===== config.mk =====
export PLATFORM = sky130hd
export DESIGN_NAME = sticker_color_avg
export DESIGN_NICKNAME = d
export VERILOG_FILES = /design/src/rtl/sticker_color_avg.sv
export SDC_FILE = /design/constraint.sdc
export NUM_CORES = 1
export LEC_CHECK = 0
export ABC_AREA = 1
export CAP_MARGIN = 20
export CORE_UTILIZATION = 35
export CTS_BUF_LIST = sky130_fd_sc_hd__clkbuf_16
export DETAILED_ROUTE_END_ITERATION = 10
export GPL_TIMING_DRIVEN = 1
export PLACE_DENSITY = 0.55
export REMOVE_ABC_BUFFERS = 1
export SYNTH_ARGS = -nofsm -noshare
export SYNTH_HDL_FRONTEND = slang
export SYNTH_SLANG_ARGS = --single-unit

===== constraint.sdc =====
create_clock -name clk -period 11 [get_ports clk]
set_input_delay 2.75 -clock clk [delete_from_list [all_inputs] [get_ports clk]]
set_output_delay 2.75 -clock clk [all_outputs]
set_load 0.1 [all_outputs]

===== src/rtl/sticker_color_avg.sv =====
// Averages RGB565 colour over a 3x3 grid of sticker windows in one frame and classifies each window.
// Optional macro STICKER_DEBUG_AVG_EN adds a per-sticker RGB565 average readback port.
module sticker_color_avg #(
  parameter int IMG_W     = 160,
  parameter int IMG_H     = 120,
  parameter int WIN_LOG2  = 3,
  parameter int GRID_X0   = 40,
  parameter int GRID_Y0   = 20,
  parameter int GRID_STEP = 32
) (
  input  logic        clk,
  input  logic        rst,
  input  logic        capture,
  input  logic        frame_start,
  input  logic        line_end,
  input  logic        pix_valid,
  input  logic [15:0] pix_data,
  input  logic        frame_done,
  output logic        busy,
  output logic [26:0] colors,
  output logic        colors_valid
`ifdef STICKER_DEBUG_AVG_EN
  ,
  input  logic [3:0]  dbg_sel,
  output logic [15:0] dbg_avg
`endif
);

  localparam int CW  = $clog2(IMG_W);
  localparam int RW  = $clog2(IMG_H);
  localparam int SH  = 2 * WIN_LOG2;
  localparam int WIN = 2 ** WIN_LOG2;
  localparam int RBW = 5 + SH;
  localparam int GW  = 6 + SH;

  typedef enum logic [2:0] {S_IDLE, S_ARM, S_ACC, S_CLASS, S_DONE} state_e;

  state_e          state_q, state_d;
  logic [CW-1:0]   col_q, col_d;
  logic [RW-1:0]   row_q, row_d;
  logic [3:0]      idx_q, idx_d;
  logic [RBW-1:0]  acc_r_q [9];
  logic [RBW-1:0]  acc_r_d [9];
  logic [GW-1:0]   acc_g_q [9];
  logic [GW-1:0]   acc_g_d [9];
  logic [RBW-1:0]  acc_b_q [9];
  logic [RBW-1:0]  acc_b_d [9];
  logic [26:0]     codes_q, codes_d;
  logic [26:0]     colors_q, colors_d;
  logic            colors_valid_q, colors_valid_d;
  logic            win_hit;
  logic [3:0]      win_idx;
  logic            clr;
  logic [4:0]      avg_r5;
  logic [5:0]      avg_g6;
  logic [4:0]      avg_b5;
  logic [2:0]      cls_code;
`ifdef STICKER_DEBUG_AVG_EN
  logic [15:0]     avg_q [9];
  logic [15:0]     avg_d [9];
`endif

  function automatic logic [2:0] classify(input logic [4:0] r5, input logic [5:0] g6,
                                          input logic [4:0] b5);
    logic [7:0] r8, g8, b8;
    logic [8:0] r9, g9, b9;
    r8 = {r5, r5[4:2]};
    g8 = {g6, g6[5:4]};
    b8 = {b5, b5[4:2]};
    r9 = {1'b0, r8};
    g9 = {1'b0, g8};
    b9 = {1'b0, b8};
    if (r8 > 8'd160 && g8 > 8'd160 && b8 > 8'd160) return 3'd0;
    if (r8 > 8'd150 && g8 > 8'd150 && b8 < 8'd100) return 3'd1;
    if (r8 > 8'd150 && g8 >= 8'd80 && g8 <= 8'd150 && b8 < 8'd80) return 3'd3;
    if (r8 > 8'd120 && g8 < 8'd80) return 3'd2;
    if (g9 > r9 + 9'd30 && g9 > b9 + 9'd30) return 3'd4;
    if (b9 > r9 + 9'd30 && b8 > g8) return 3'd5;
    return 3'd7;
  endfunction

  // Which sticker window, if any, owns the current pixel position
  always_comb begin
    win_hit = 1'b0;
    win_idx = '0;
    for (int r = 0; r < 3; r++) begin
      for (int c = 0; c < 3; c++) begin
        if (32'(col_q) >= 32'(GRID_X0 + c * GRID_STEP) &&
            32'(col_q) <  32'(GRID_X0 + c * GRID_STEP + WIN) &&
            32'(row_q) >= 32'(GRID_Y0 + r * GRID_STEP) &&
            32'(row_q) <  32'(GRID_Y0 + r * GRID_STEP + WIN)) begin
          win_hit = 1'b1;
          win_idx = 4'(3 * r + c);
        end
      end
    end
  end

  assign avg_r5   = acc_r_q[idx_q][RBW-1:SH];
  assign avg_g6   = acc_g_q[idx_q][GW-1:SH];
  assign avg_b5   = acc_b_q[idx_q][RBW-1:SH];
  assign cls_code = classify(avg_r5, avg_g6, avg_b5);

  always_comb begin
    state_d        = state_q;
    col_d          = col_q;
    row_d          = row_q;
    idx_d          = idx_q;
    acc_r_d        = acc_r_q;
    acc_g_d        = acc_g_q;
    acc_b_d        = acc_b_q;
    codes_d        = codes_q;
    colors_d       = colors_q;
    colors_valid_d = 1'b0;
    clr            = 1'b0;
`ifdef STICKER_DEBUG_AVG_EN
    avg_d          = avg_q;
`endif
    case (state_q)
      S_IDLE: if (capture) state_d = S_ARM;
      S_ARM: begin
        if (!capture) begin
          state_d = S_IDLE;
        end else if (frame_start) begin
          state_d = S_ACC;
          clr     = 1'b1;
        end
      end
      S_ACC: begin
        // A fresh frame_start means the previous frame was abandoned
        if (frame_start) begin
          clr = 1'b1;
        end else begin
          if (pix_valid) begin
            if (win_hit) begin
              acc_r_d[win_idx] = acc_r_q[win_idx] + RBW'(pix_data[15:11]);
              acc_g_d[win_idx] = acc_g_q[win_idx] + GW'(pix_data[10:5]);
              acc_b_d[win_idx] = acc_b_q[win_idx] + RBW'(pix_data[4:0]);
            end
            if (col_q != CW'(IMG_W - 1)) col_d = col_q + 1'b1;
          end
          if (line_end) begin
            col_d = '0;
            if (row_q != RW'(IMG_H - 1)) row_d = row_q + 1'b1;
          end
          if (frame_done) begin
            state_d = S_CLASS;
            idx_d   = '0;
          end
        end
      end
      S_CLASS: begin
        codes_d[3*int'(idx_q) +: 3] = cls_code;
`ifdef STICKER_DEBUG_AVG_EN
        avg_d[idx_q] = {avg_r5, avg_g6, avg_b5};
`endif
        if (idx_q == 4'd8) state_d = S_DONE;
        else idx_d = idx_q + 1'b1;
      end
      S_DONE: begin
        colors_d       = codes_q;
        colors_valid_d = 1'b1;
        state_d        = S_IDLE;
      end
      default: state_d = S_IDLE;
    endcase
    if (clr) begin
      col_d = '0;
      row_d = '0;
      for (int k = 0; k < 9; k++) begin
        acc_r_d[k] = '0;
        acc_g_d[k] = '0;
        acc_b_d[k] = '0;
      end
    end
  end

  always_ff @(posedge clk or negedge rst) begin
    if (!rst) begin
      state_q        <= S_IDLE;
      col_q          <= '0;
      row_q          <= '0;
      idx_q          <= '0;
      codes_q        <= 27'h7FFFFFF;
      colors_q       <= 27'h7FFFFFF;
      colors_valid_q <= 1'b0;
      for (int k = 0; k < 9; k++) begin
        acc_r_q[k] <= '0;
        acc_g_q[k] <= '0;
        acc_b_q[k] <= '0;
`ifdef STICKER_DEBUG_AVG_EN
        avg_q[k]   <= '0;
`endif
      end
    end else begin
      state_q        <= state_d;
      col_q          <= col_d;
      row_q          <= row_d;
      idx_q          <= idx_d;
      codes_q        <= codes_d;
      colors_q       <= colors_d;
      colors_valid_q <= colors_valid_d;
      acc_r_q        <= acc_r_d;
      acc_g_q        <= acc_g_d;
      acc_b_q        <= acc_b_d;
`ifdef STICKER_DEBUG_AVG_EN
      avg_q          <= avg_d;
`endif
    end
  end

  assign busy         = (state_q == S_ARM) || (state_q == S_ACC) || (state_q == S_CLASS);
  assign colors       = colors_q;
  assign colors_valid = colors_valid_q;
`ifdef STICKER_DEBUG_AVG_EN
  assign dbg_avg      = (dbg_sel <= 4'd8) ? avg_q[dbg_sel] : 16'h0000;
`endif

endmodule


# [After elaboration in Yosys (flattened, before gate mapping)]
# Cells that the tools add are included.
[word_totals] rom_bits=0 inputBits=23 output_inout_bits=29 regBits=383 memories=0 latchBits=0 ram_bits=0
[op_classes] reduce_logical=48 eq_ne=14 bitwise_logic=2 shifts=2 magnitude_cmp=30 muxes=118 div_mod_pow=0 add_sub_neg=9 multipliers=1
[ops] op="2-to-1 mux 99 bit" n=10
[ops] op="2-to-1 mux 108 bit" n=5
[ops] op="bitwise mux 99 bit" n=2
[ops] op="binary-select mux 11 bit (select 4 bit)" n=4
[ops] op="bitwise mux 108 bit" n=1
[ops] op="2-to-1 mux 11 bit" n=9
[ops] op="binary-select mux 12 bit (select 4 bit)" n=2
[ops] op="2-to-1 mux 12 bit" n=5
[ops] op="2-to-1 mux 3 bit" n=19
[ops] op="demux 12 bit (select 4 bit)" n=1
[ops] op="2-to-1 mux 8 bit" n=6
[ops] op="demux 11 bit (select 4 bit)" n=1
[ops] op="greater-than comparator 8 bit (second input constant)" n=5
[ops] op="< comparator 8 x 7 -> 1 bit (second input constant)" n=5
[ops] op="2-to-1 mux 4 bit" n=10
[ops] op="2-to-1 mux 7 bit" n=5
[ops] op="2-to-1 mux 1 bit" n=34
[ops] op="negation 6 -> 33 bit" n=1
[ops] op="variable shift 3 x 33 -> 27 bit (first input constant)" n=1
[ops] op="indexed part select 3 x 33 -> 27 bit" n=1
[ops] op="logical AND 1 bit" n=32
[ops] op="bitwise mux 27 bit" n=1
[ops] op="greater-than comparator 8 x 9 -> 1 bit" n=3
[ops] op=">= comparator 8 x 7 -> 1 bit (second input constant)" n=3
[ops] op="39 further kinds" n=58

# [Depth between registers and ports, before layout]
[logic_depth] ltp_word=31 mapped_depth=29

# [Worst setup path after synthesis]
# OpenSTA, ideal clock, no wires.
[synth_path] kind="input to register" from="input port pix_data[5]" to="register acc_g_q[94] in the netlist's numbering" path_buffers=0 required_time_ns=10.934 setup_ns=0.066 t_arrival_ns=4.430 slack_ns=6.505 stages=14 cell_sequence="ha_1 > inv_1 > fa_1 > o21ai_0 > inv_1 > nor2_1 > o21ai_0 > nand2_1 > nand3_1 > inv_1 > nand2_2 > o21bai_4 > nand3_1 > nand2_1"
[synth_via] elab_chain_len=7
[synth_rtl] item="from (decl)" line="17" rtl="input logic [15:0] pix_data,"
[synth_rtl] item="adder 12 x 6 -> 12 bit" line="137" rtl="acc_g_d[win_idx] = acc_g_q[win_idx] + GW'(pix_data[10:5]);"
[synth_rtl] item="bitwise mux 108 bit" line="137"
[synth_rtl] item="2-to-1 mux 108 bit" line="135" rtl="if (win_hit) begin"
[synth_rtl] item="2-to-1 mux 108 bit" line="134" rtl="if (pix_valid) begin"
[synth_rtl] item="2-to-1 mux 108 bit" line="131" rtl="if (frame_start) begin"
[synth_rtl] item="2-to-1 mux 108 bit" line="119" rtl="case (state_q)"
[synth_rtl] item="2-to-1 mux 108 bit" line="167" rtl="if (clr) begin"
[synth_rtl] item="to (signal assigned)" line="204" rtl="acc_g_q <= acc_g_d;"
[synth_rtl] item="to (decl)" line="44" rtl="logic [GW-1:0] acc_g_q [9];"
# Every way passes these cells. The select of a mux whose other input is x is not followed.
# A chain may end at the register's enable or synchronous reset.

# [Worst setup path after layout]
[layout_path] from="register row_q[2]" to="register acc_r_q[20] in the netlist's numbering"
[layout_via] elab_chain_len=22 elab_cells_between_ends=59 classes_between="add/sub: 1; order compare: 8; mux: 28; bitwise: 1; reduce/logical: 21"
[layout_rtl] item="from (decl)" line="40" rtl="logic [RW-1:0] row_q, row_d;"
[layout_rtl] item="from (signal assigned)" line="198" rtl="row_q <= row_d;"
[layout_rtl] item=">= comparator 7 x 5 -> 1 bit" line="90" rtl="32'(row_q) >= 32'(GRID_Y0 + r * GRID_STEP) &&"
[layout_rtl] item="logical AND 1 bit" line="89" rtl="32'(col_q) < 32'(GRID_X0 + c * GRID_STEP + WIN) &&"
[layout_rtl] item="logical AND 1 bit" line="90"
[layout_rtl] item="2-to-1 mux 1 bit" line="88" rtl="if (32'(col_q) >= 32'(GRID_X0 + c * GRID_STEP) &&"
[layout_rtl] item="2-to-1 mux 4 bit (7 in a row)" line="88"
[layout_rtl] item="NOT 4 -> 5 bit (implied by the code)" line="136" rtl="acc_r_d[win_idx] = acc_r_q[win_idx] + RBW'(pix_data[15:11]);"
[layout_rtl] item="binary-select mux 11 bit (select 4 bit) (tied with other cells)" line="136"
[layout_rtl] item="2-to-1 mux 11 bit (implied by the code) / logical AND 1 bit (equally long branches)" line="136"
[layout_rtl] item="2-to-1 mux 11 bit (implied by the code)" line="136"
[layout_rtl] item="adder 11 x 5 -> 11 bit / demux 11 bit (select 4 bit) (equally long branches)" line="136"
[layout_rtl] item="bitwise mux 99 bit" line="136"
[layout_rtl] item="2-to-1 mux 99 bit" line="135"
[layout_rtl] item="2-to-1 mux 99 bit" line="134"
[layout_rtl] item="2-to-1 mux 99 bit" line="131"
[layout_rtl] item="2-to-1 mux 99 bit" line="119"
[layout_rtl] item="2-to-1 mux 99 bit" line="167"
[layout_rtl] item="to (signal assigned)" line="203" rtl="acc_r_q <= acc_r_d;"
[layout_rtl] item="to (decl)" line="42" rtl="logic [RBW-1:0] acc_r_q [9];"
# Parallel ways exist; a longest one is shown, timed or not. The select of a mux whose other input is x is not followed.

==> impl_metrics.py <==
metrics = {
    "finish": {
        "syn_to_final_growth_pct": 12.7,
        "post_route_cells_drive_above_1_share": 0.0882,
        "fin_nets": 2780,
        "antennaDiodeCount": 0,
        "instances_no_fill": 3495,
        "postLayoutCoreUtil": 0.399,
    },
    "floorplan": {
        "core_um2": 59000,
        "rows": 89,
        "fp.dieH_um": 246,
        "dieArea_um2": 60700,
        "start_util": 0.354,
        "die_w_um": 246,
        "io_pins": 52,
    },
    "timing": {
        "period_share": 0.542,
        "rsz0062_at_grt": "no",
        "fin_ws_ns": 5.04,
        "setup_tns_ns": 0,
        "clock_skew_ns": 0.0464,
        "min_period_ns": 5.96,
        "tightest_slew_ns": 1.24,
        "setup_viol": 0,
        "slew_violations": 0,
        "slew_headroom": 0.170,
        "finalHoldViolCount": 0,
        "max_freq_mhz": 168,
        "holdWs_ns": 0.463,
    },
    "yosys": {
        "synth_edf_count": 0,
        "synth_ff_type": "dfrtp_1",
        "synth_area_leader_cell": "dfrtp_1",
        "ys_types": 65,
        "ys_seq_elements": 383,
        "syn_inst": 2668,
        "synthArstFlopShare": 1.00,
        "synth_seq_area_share": 0.462,
        "yosysMostFrequentCell": "nand2_1",
        "synth_top_cells_by_area": "dfrtp_1 (39%), nand2_1 (13%), dfstp_2 (6.8%)",
        "synth_commonest_cells": "nand2_1 (726), dfrtp_1 (329), inv_1 (259)",
        "yosysTopAreaCellShare": 0.394,
        "synthesis.area_um2": 20900,
        "syn_area_per_cell_um2": 7.83,
        "ys_warn_count": 0,
    },
    "pwr": {
        "peakVddDrop_mv": 0.234,
        "power.leakage_nw": 11.0,
        "p_per_area_nw_per_um2": 224,
    },
    "drt": {
        "post_drt_wl_per_cell_um": 20.7,
        "first_pass_iters": 5,
        "vias": 19200,
        "avgViaCountPerCell": 5.48,
        "antenna_left": 0,
        "drc_errors": 0,
        "drt_wl_total_um": 72400,
        "drt_iter0_drc": 1581,
    },
    "worst_setup_path": {
        "crit_type": "reg -> reg",
        "cp-start-kind": "register",
        "required_ns": 11.45,
        "endpoint_kind": "register",
        "critPathMostFrequentCell": "nand2_1",
        "worst-path-buf-inv": 1,
        "slowest_delay_ns": 0.52,
        "crit_family": "simple AND/OR/NAND/NOR gates",
        "cp_max_fo": 29,
        "slowest_stage": "nand2_1",
        "crit_arrival_ns": 6.41,
        "crit_path_cell_trace": "o21ai_1 -> nor2_2 -> nand2_1 -> nand2_1 -> nor2_2 -> nand2_2 -> buf_4 -> o221ai_1 -> o211ai_1 -> ha_1 -> nand3_1 -> nand2_1 -> a21oi_1 -> o21ai_0 -> nand2_1 -> nor2_1 -> nand4_2 -> nand3_1 -> nand2_1",
    },
    "global_route": {
        "met1_usage": 0.320,
        "met3_usage": 0.0310,
        "met2_usage": 0.393,
        "overflow": 0,
        "grt_max_degree": 113,
        "antenna_found_initial": 0,
        "gr-usage-all-layers": 0.239,
        "grt-busiest-layer": "met2",
        "grt_pass1_wl_um": 111000,
        "grt_pass1_vias": 18600,
    },
    "cts": {
        "cts_tree": "built",
        "cts_resized": 0,
        "clkSinkCount": 383,
        "cts_hold_buffers": 0,
        "clock_path_buffers": 3,
        "cts_max_level": 2,
        "postCtsSetupBuffers": 0,
        "clk_latency_ns": 0.60,
        "numCtsBuffers": 44,
        "clk_pin_slew_ns": 0.06,
        "root_buffer": "clkbuf_16",
    },
    "placed_design": {
        "numPortBuffers": 51,
        "placedCellCount": 3411,
        "pre_cts_ws_ns": 4.85,
        "dp_hpwl_um": 44300,
        "gp_congestion": 0.878,
    },
    "run_status": {
        "status": "finished, final reports clean",
    },
    "flow_run": {
        "max_cap_viol_count": 0,
    },
    "min_path": {
        "hp-class": "reg -> reg",
    },
}
==> final timing paths <==
kind                              from     endpoint  slack, ns  cells after the start
max reg2reg                   row_q[2]  acc_r_q[20]       5.04                     19
max in group asynchronous          rst  acc_r_q[58]       6.96                      4
max                           row_q[2]  acc_r_q[20]       5.04                     19
min                        codes_q[19]   colors[19]       0.46                      2
min in group asynchronous          rst  acc_b_q[79]       2.21                      1
min reg2reg                codes_q[19]   colors[19]       0.46                      2
==> cell usage in the layout, fill, tap and decap left out, drive strengths merged, types with 19 or more instances in the layout <==
master,instances
nand3,249
buf,37
clkdlybuf4s50,50
o221ai,25
dfrtp,329
inv,292
o22ai,83
clkinv,25
nand2,741
ha,68
a21oi,96
nand4,19
dfstp,54
nor3,21
nor2,196
o21ai,297
clkbuf,44
==> final cells by class <==
class                   count  area [um2]
clock inverters            38         236
flip-flops and latches    383        9650
multi-input cells        1890        9730
well taps                 773         967
clock buffers              44        1100
repair buffers             87         813
inverters                 280        1050
fillers                  6041       35500
==> worst reg2reg max path: stages, from the launching register on <==
cell and delay, ns:
dfrtp_1 0.45, o21ai_1 0.26, nor2_2 0.10, nand2_1 0.52
nand2_1 0.21, nor2_2 0.38, nand2_2 0.51, buf_4 0.46
o221ai_1 0.27, o211ai_1 0.27, ha_1 0.42, nand3_1 0.08
nand2_1 0.11, a21oi_1 0.07, o21ai_0 0.51, nand2_1 0.15
nor2_1 0.42, nand4_2 0.37, nand3_1 0.20, nand2_1 0.06
==> registers in the layout (all words and copies together) (netlist names) <==
| register | count |
|---|---|
| acc_b_q | 99 |
| acc_r_q | 99 |
| colors_valid | 1 |
| acc_g_q | 108 |
| state_q | 3 |
| codes_q | 27 |
| idx_q | 4 |
| row_q | 7 |
| col_q | 8 |
| colors | 27 |
==> layer usage <==
| layer | vias to the layer above | share of wire |
|---|---|---|
| met2 | 817 | 0.46 |
| met3 | 171 | 0.073 |
| met5 | - | 0 |
| met4 | 0 | 0.039 |
| li1 | 8879 | - |
| met1 | 9285 | 0.42 |
==> per-stage QoR <==
step                      total power, W  area, um2
after floorplan                  0.00318      20400
after global placement           0.00387      22200
after detailed placement         0.00391      22200
after CTS                        0.00530      23500
after global routing             0.00561      23600
final                            0.00529      23600
==> power by group <==
| group | leakage, nW | internal, W | switching, W |
|---|---|---|---|
| logic | 5.18 | 0.000626 | 0.00164 |
| clock network | 0.704 | 0.000756 | 0.000619 |
| registers | 5.13 | 0.00158 | 0.0000686 |
| total | 11.0 | 0.00296 | 0.00233 |
==> kinds of logic after synthesis <==
logic type	Yosys count	synth area share
and+or+nand+nor	1238	0.254
AOI/OAI and AO/OA	551	0.151
buffers and inverters	395	0.0752
DFF	383	0.462
adders and majority gates	71	0.0436
xor gates and xnor gates	20	0.00946
muxes	10	0.00491
(Power assumes the default switching activity.)
